===== config.mk =====
export PLATFORM = sky130hd
export DESIGN_NAME = serial_subtractor_flat
export DESIGN_NICKNAME = d
export VERILOG_FILES = /design/src/rtl/serial_subtractor_pkg.sv /design/src/rtl/serial_subtractor_if.sv /design/src/rtl/serial_subtractor_full_subtractor.sv /design/src/rtl/serial_subtractor.sv /design/src/flat_wrapper.sv
export SDC_FILE = /design/constraint.sdc
export NUM_CORES = 1
export LEC_CHECK = 0
export BUFFER_PORTS_ARGS = -buffer_cell sky130_fd_sc_hd__buf_2
export CORE_ASPECT_RATIO = 0.75
export CORE_MARGIN = 3
export CORE_UTILIZATION = 57
export DETAILED_ROUTE_END_ITERATION = 10
export PLACE_DENSITY_LB_ADDON = 0.25
export SYNTH_ARGS = -nofsm -noshare
export SYNTH_HDL_FRONTEND = slang
export SYNTH_SLANG_ARGS = --single-unit

===== constraint.sdc =====
create_clock -name clk -period 4.3 [get_ports clk]
set_input_delay 0.43 -clock clk [delete_from_list [all_inputs] [get_ports clk]]
set_output_delay 0.43 -clock clk [all_outputs]
set_load 0.01 [all_outputs]

===== src/rtl/serial_subtractor_pkg.sv =====
// Shared types and helpers for the digit-serial subtractor.
package sub_pkg;

   // Controller states: waiting for a request, or shifting digits through.
   typedef enum logic {
      IDLE = 1'b0,
      RUN  = 1'b1
   } state_t;

   // Ceiling log2, used to size the digit counter. Returns 0 for n <= 1.
   function automatic int clog2(input int n);
      int r;
      r = 0;
      for (int i = 0; i < 31; i++) begin
         if ((1 << i) < n) r = i + 1;
      end
      return r;
   endfunction

endpackage


===== src/rtl/serial_subtractor_if.sv =====
// Request/result bundle of the serial subtractor.
//
// Handshake: the master raises start with a, b, bin stable; the request is
// taken on the rising edge where start=1 and busy=0 (start while busy is
// ignored). busy stays high until the result edge, then done pulses for
// exactly one cycle. diff/br/ovf are valid from that edge and hold until the
// next operation completes. A new start may be presented in the done cycle.
interface serial_subtractor_if #(
   parameter int WIDTH = 8
) ();
   logic             start;
   logic [WIDTH-1:0] a;
   logic [WIDTH-1:0] b;
   logic             bin;
   logic             busy;
   logic             done;
   logic [WIDTH-1:0] diff;
   logic             br;
   logic             ovf;

   modport master (
      output start, a, b, bin,
      input  busy, done, diff, br, ovf
   );

   modport slave (
      input  start, a, b, bin,
      output busy, done, diff, br, ovf
   );
endinterface


===== src/rtl/serial_subtractor_full_subtractor.sv =====
// W-bit combinational full subtractor: {bo, d} = x - y - bi.
module full_subtractor #(
   parameter int W = 1
) (
   input  logic [W-1:0] x,
   input  logic [W-1:0] y,
   input  logic         bi,
   output logic [W-1:0] d,
   output logic         bo
);

   logic [W:0] t;

   // One extra bit on top: it becomes 1 exactly when x < y + bi.
   assign t       = {1'b0, x} - {1'b0, y} - {{W{1'b0}}, bi};
   assign {bo, d} = t;

endmodule


===== src/rtl/serial_subtractor.sv =====
// Digit-serial subtractor: diff = a - b - bin over WIDTH bits, DIGIT bits per
// clock, borrow carried between digits in a flop. Latency WIDTH/DIGIT cycles.
module serial_subtractor
   import sub_pkg::*;
#(
   parameter int WIDTH = 8,
   parameter int DIGIT = 1
) (
   input  logic                clk,
   input  logic                rst,
   serial_subtractor_if.slave  bus,
   output state_t              state_dbg
);

   localparam int N  = WIDTH / DIGIT;
   localparam int CW = (clog2(N) < 1) ? 1 : clog2(N);

   generate
      if ((WIDTH % DIGIT) != 0) begin : g_bad_digit
         $error("serial_subtractor: WIDTH must be a multiple of DIGIT");
      end
   endgenerate

   state_t           state_q, state_d;
   logic [CW-1:0]    cnt_q;
   logic [WIDTH-1:0] a_sh, b_sh, diff_q;
   logic             borrow_q;
   logic             a_msb_q, b_msb_q;
   logic             done_q, br_q, ovf_q;

   logic             accept, last;
   logic [DIGIT-1:0] dig_d;
   logic             dig_bo;
   logic [WIDTH-1:0] diff_shift;

   full_subtractor #(.W(DIGIT)) u_fs (
      .x  (a_sh[DIGIT-1:0]),
      .y  (b_sh[DIGIT-1:0]),
      .bi (borrow_q),
      .d  (dig_d),
      .bo (dig_bo)
   );

   // New digits enter the result register from the MSB side, so after N
   // shifts the first (least significant) digit has reached bit 0.
   generate
      if (DIGIT == WIDTH) begin : g_single
         assign diff_shift = dig_d;
      end else begin : g_multi
         assign diff_shift = {dig_d, diff_q[WIDTH-1:DIGIT]};
      end
   endgenerate

   assign accept = (state_q == IDLE) && bus.start;
   assign last   = (state_q == RUN) && (cnt_q == CW'(N - 1));

   // State register.
   always_ff @(posedge clk) begin
      if (rst) state_q <= IDLE;
      else     state_q <= state_d;
   end

   // Next-state logic.
   always_comb begin
      state_d = state_q;
      case (state_q)
         IDLE:    if (accept) state_d = RUN;
         RUN:     if (last)   state_d = IDLE;
         default: state_d = IDLE;
      endcase
   end

   // Datapath: operand capture, digit shifting, borrow chain and result flags.
   always_ff @(posedge clk) begin
      if (rst) begin
         cnt_q    <= '0;
         a_sh     <= '0;
         b_sh     <= '0;
         diff_q   <= '0;
         borrow_q <= 1'b0;
         a_msb_q  <= 1'b0;
         b_msb_q  <= 1'b0;
         done_q   <= 1'b0;
         br_q     <= 1'b0;
         ovf_q    <= 1'b0;
      end else begin
         done_q <= 1'b0;
         if (accept) begin
            a_sh     <= bus.a;
            b_sh     <= bus.b;
            borrow_q <= bus.bin;
            cnt_q    <= '0;
            // Operand sign bits are shifted out during RUN; keep them for ovf.
            a_msb_q  <= bus.a[WIDTH-1];
            b_msb_q  <= bus.b[WIDTH-1];
         end else if (state_q == RUN) begin
            a_sh     <= a_sh >> DIGIT;
            b_sh     <= b_sh >> DIGIT;
            diff_q   <= diff_shift;
            borrow_q <= dig_bo;
            cnt_q    <= cnt_q + CW'(1);
            if (last) begin
               done_q <= 1'b1;
               br_q   <= dig_bo;
               ovf_q  <= (a_msb_q != b_msb_q) && (dig_d[DIGIT-1] != a_msb_q);
            end
         end
      end
   end

   assign bus.busy  = (state_q == RUN);
   assign bus.done  = done_q;
   assign bus.diff  = diff_q;
   assign bus.br    = br_q;
   assign bus.ovf   = ovf_q;
   assign state_dbg = state_q;

endmodule


===== src/flat_wrapper.sv =====
// flat-port wrapper written by rule: the top's interface ports become plain ports
module serial_subtractor_flat import sub_pkg::*;
#(
   parameter int WIDTH = 8,
   parameter int DIGIT = 1
)
  (clk, rst, state_dbg, bus_start, bus_a, bus_b, bus_bin, bus_busy, bus_done, bus_diff, bus_br, bus_ovf);
  serial_subtractor_if #(.WIDTH(WIDTH)) bus_i ();
  input  logic clk;
  input  logic rst;
  output state_t state_dbg;
  input wire logic [$bits(bus_i.start)-1:0] bus_start;
  input wire logic [$bits(bus_i.a)-1:0] bus_a;
  input wire logic [$bits(bus_i.b)-1:0] bus_b;
  input wire logic [$bits(bus_i.bin)-1:0] bus_bin;
  output wire logic [$bits(bus_i.busy)-1:0] bus_busy;
  output wire logic [$bits(bus_i.done)-1:0] bus_done;
  output wire logic [$bits(bus_i.diff)-1:0] bus_diff;
  output wire logic [$bits(bus_i.br)-1:0] bus_br;
  output wire logic [$bits(bus_i.ovf)-1:0] bus_ovf;
  assign bus_i.start = bus_start;
  assign bus_i.a = bus_a;
  assign bus_i.b = bus_b;
  assign bus_i.bin = bus_bin;
  assign bus_busy = bus_i.busy;
  assign bus_done = bus_i.done;
  assign bus_diff = bus_i.diff;
  assign bus_br = bus_i.br;
  assign bus_ovf = bus_i.ovf;
  serial_subtractor #(.WIDTH(WIDTH), .DIGIT(DIGIT)) u_core (.clk(clk), .rst(rst), .bus(bus_i), .state_dbg(state_dbg));
endmodule

==> Yosys cells after proc, flatten, opt, wreduce, memory -nomap -nowiden <==
Cells that the tools add are included.
{ "word_totals": {"ff_bits": 34, "input_bits": 20} }
{ "classes": {"n_eq_ne": 3, "n_addsub": 3, "n_reduce_logical": 8, "n_bitwise": 2, "muxes": 10} }
{ "ops": {"columns": ["operator", "n"], "rows": [
  ["$mux 8", 4],
  ["$mux 1", 5],
  ["$add 3x1->3 const B", 1],
  ["$eq 3x3->1 const B", 1],
  ["$logic_and 1x1->1", 3],
  ["$reduce_and 3->1", 1],
  ["$reduce_or 3->1", 1],
  ["$ne 1x1->1", 2],
  ["$not 1->1", 2],
  ["$pmux 1 s2", 1],
  ["$reduce_and 2->1", 1],
  ["$reduce_bool 2->1", 1],
  ["$reduce_or 2->1", 1],
  ["$sub 1x1->2", 1],
  ["$sub 2x1->2", 1]
]} }

==> Logic depth before layout (Yosys ltp) <==
{ "depth": {"word_depth": 4, "ltp_mapped": 5, "depth_no_buf": 5} }

==> Modules after synthesis <==
Synthesis repeated with hierarchy kept, for this count alone.
{ "unflattened": {"cells_unflattened": 142, "hier_area_um2": 1531.5} }
{ "by_module_without_submodules": {"columns": ["mod", "seq_area_each_um2", "area_per_inst_um2", "instances", "cells_each"], "rows": [
  ["serial_subtractor", 680.7, 1503.9, 1, 139],
  ["full_subtractor", 0.0, 27.5, 1, 3]
]} }

==> Least setup slack after synthesis <==
Ideal clock, no wire load.
{ "synth_path": {"kind": "flip-flop to flip-flop", "from": "register u_core.a_sh[0]", "to": "register u_core.ovf_q, in the netlist u_core.bus.ovf", "arrival_ns": 1.225, "n_path_buf": 0, "setup_ns": 0.125, "path_stages_with_launch": 6, "setup_slack_ns": 2.950, "cell_sequence": "dfxtp_1 > inv_1 > fa_1 > and3b_1 > nor3_1 > nor3_1"} }
{ "synth_via": {"elab_chain_cells": 4} }
{ "synth_lines": {"columns": ["item", "line_no", "source"], "rows": [
  ["start: declaration", "serial_subtractor.sv:26", "logic [WIDTH-1:0] a_sh, b_sh, diff_q;"],
  ["start signal: assignment", "serial_subtractor.sv:89", "a_sh <= bus.a;"],
  ["start signal: assignment", "serial_subtractor.sv:97", "a_sh <= a_sh >> DIGIT;"],
  ["$sub 1x1->2", "serial_subtractor_full_subtractor.sv:15", "assign t = {1'b0, x} - {1'b0, y} - {{W{1'b0}}, bi};"],
  ["$sub 2x1->2", "serial_subtractor_full_subtractor.sv:15", null],
  ["$ne 1x1->1", "serial_subtractor.sv:105", "ovf_q <= (a_msb_q != b_msb_q) && (dig_d[DIGIT-1] != a_msb_q);"],
  ["$logic_and 1x1->1", "serial_subtractor.sv:105", null],
  ["end signal: assignment", "serial_subtractor.sv:105", null],
  ["end: declaration", "serial_subtractor.sv:29", "logic done_q, br_q, ovf_q;"]
]} }
Every way passes these cells.
A chain may end at the register's enable or synchronous reset.

==> Final worst setup path <==
{ "layout_path": {"from": "register u_core.state_q, in the netlist u_core.bus.busy", "to": "output port bus_busy"} }
{ "layout_lines": {"columns": ["item", "line_no", "source"], "rows": [
  ["start: declaration", "serial_subtractor.sv:24", "state_t state_q, state_d;"],
  ["start signal: assignment", "serial_subtractor.sv:60", "else state_q <= state_d;"],
  ["end: declaration", "flat_wrapper.sv:16", "output wire logic [$bits(bus_i.busy)-1:0] bus_busy;"]
]} }
No word-level cell between the ends.

==> results.toml <==
[yosys]
synth_commonest_cells = "34 x dfxtp_1, 30 x nor2_1, 27 x mux2i_1"
synth.most_common_cell = "dfxtp_1"
yosys_warnings = 0
synth_edf_count = 0
synth.avg_cell_area_um2 = 10.9
ys_ff_latch = 34
ys.flop_type = "dfxtp_1"
synth_cell_types = 20
yosysTopAreaCellShare = 0.449
ys_seq_area_frac = 0.449
syn_area_um2 = 1520
netlist_instances = 139
async_reset_ff_frac = 0
synth_area_leaders = "dfxtp_1 45%, mux2i_1 18%, mux2_4 14%"
synth_top_area_cell = "dfxtp_1"
syn_nets = 162

[clock_tree]
hold_buffers = 0
clockRootBuffer = "clkbuf_4"
clk_pin_slew_ps = 100
clockBufferDepth = 2
cts.sinks = 34
post_cts.resized_instances = 0
post-cts-setup-buffer-count = 0
cts_tree = "done"
insertion_delay_ps = 330
numCtsBuffers = 5
htreeDepth = 2

[status]
outcome = "complete, no violations"

[placed_design]
dp_hpwl_um = 1860
dp.cells = 194
io_buffers = 32
place.gp.congestion = 0.730
post-place-ws_ps = 2670
place_area_um2 = 1650

[route]
ant_nets = 0
wl_per_cell_um = 13.4
post-route-drc-count = 0
wl_met1_um = 1230
wl_met3_um = 169
via_count = 1072
vias_per_cell = 5.31
top_layer = "met4"
met2_length_um = 1250
routed_wl_um = 2710
drtIter0Drc = 29
firstDrtPassIters = 6

[critical_path]
path_class = "flip-flop to output pin"
slowest_stage = "dfxtp_2"
cp-start-kind = "flip-flop"
critical_path_arrival_ps = 1560
path_max_fanout = 39
critPathBufInv = 1
worstPathCellList = "buf_2"
critical_path_required_ps = 3870
critPathTopFamily = "flip-flops"
end_kind = "output pin"
cp_slowest_stage_delay_ps = 940

[timing]
finalSetupViolations = 0
period_share = 0.463
final-max-slew-violation-count = 0
hold_viol = 0
tightest_slew_ps = 914
skew_ps = 10.8
min_period_ps = 1990
holdWs_ps = 362
setup_ws_ps = 2310
maxSlewHeadroom = 0.391
max_freq_mhz = 502
rsz0062_at_grt = "false"
fin_setup_tns_ps = 0

[layout]
fillers = 196
fin_nets = 190
finalInstanceArea_um2 = 1720
diodes = 0
instances_no_fill = 202
final_layout_size_suffix_gt1_frac = 0.339
syn2layout_area_growth_pct = 13.6

[floorplanning]
fp.dieW_um = 65.6
core_area_um2 = 2420
dieArea_um2 = 3320
ios = 33
row_count = 15
start_util = 0.626
die_h_um = 50.7

[power]
powerDensity_nw_per_um2 = 377
p_leak_nw = 0.815
vdd_drop_max_mv = 0.360

[run]
cap_violations = 0

[global_route]
overflow = 0
grt_max_degree = 40
grt_pass1_wl_um = 4590
grt.total_usage = 0.187
antenna_found_initial = 0
grt_pass1_vias = 1034

[min_path]
holdCritPathClass = "input port to flip-flop"
-- cell type report --
type	count	area, µm²	share of cell area
Timing Repair Buffer	32	160	0.0930
Clock buffer	5	37.5	0.0218
Inverter	1	3.75	0.00218
Multi-Input combinational cell	93	757	0.439
Tap cell	34	42.5	0.0247
Clock inverter	3	40.0	0.0232
Sequential cell	34	682	0.396
-- through the flow --
stage                      util  total power (W)
after floorplan               -         0.000413
after global placement    0.680         0.000427
after detailed placement  0.680         0.000431
after CTS                 0.712         0.000653
after global routing      0.712         0.000680
final                     0.712         0.000649
-- layout by cell type (no fill, tap or decap), drive strengths merged, types with 3 or more instances in the layout --
| master | instances |
|---|---|
| nor2 | 30 |
| buf | 32 |
| nor3 | 4 |
| clkbuf | 5 |
| a21oi | 4 |
| mux2 | 15 |
| mux2i | 27 |
| dfxtp | 34 |
| nor3b | 3 |
-- layer usage --
metal	vias up	track usage
met3	8	0.0604
met1	505	0.216
met5	-	0
met4	0	0.117
li1	527	-
met2	32	0.299
-- state kept, by name, summed over array words and instances, names as in the netlist --
name             flops
u_core.a_sh          8
u_core.b_sh          8
u_core.bus.diff      8
u_core.cnt_q         3
u_core.a_msb_q       1
u_core.b_msb_q       1
u_core.borrow_q      1
u_core.bus.br        1
u_core.bus.busy      1
u_core.bus.done      1
u_core.bus.ovf       1
-- logic make-up (layout without fill, tap and decap cells) --
| kind of cell | after synthesis | count (layout) | share of synthesized area |
|---|---|---|---|
| muxes | 42 | 42 | 0.324 |
| and+or+nand+nor | 42 | 42 | 0.122 |
| DFF | 34 | 34 | 0.449 |
| buffers and inverters | 12 | 41 | 0.0520 |
| AOI/OAI and AO/OA | 6 | 6 | 0.0231 |
| adders and majority gates | 3 | 3 | 0.0297 |
-- path summary, 6_finish.rpt --
kind | startpoint | end | slack [ps] | cells past startpoint
hold reg to reg | u_core.bus.br | u_core.bus.br | 480 | 2
hold / removal | bus_a[7] | u_core.a_msb_q | 360 | 3
setup reg to reg | u_core.bus.busy | u_core.b_msb_q | 2690 | 3
setup / recovery | u_core.bus.busy | bus_busy | 2310 | 1
-- where the power goes --
part	total, W	switching, W	internal [W]
combinational	0.0000769	0.0000310	0.0000459
clock	0.000225	0.000104	0.000120
sequential	0.000347	0.0000179	0.000329
Power figures use the tool's default switching activity.
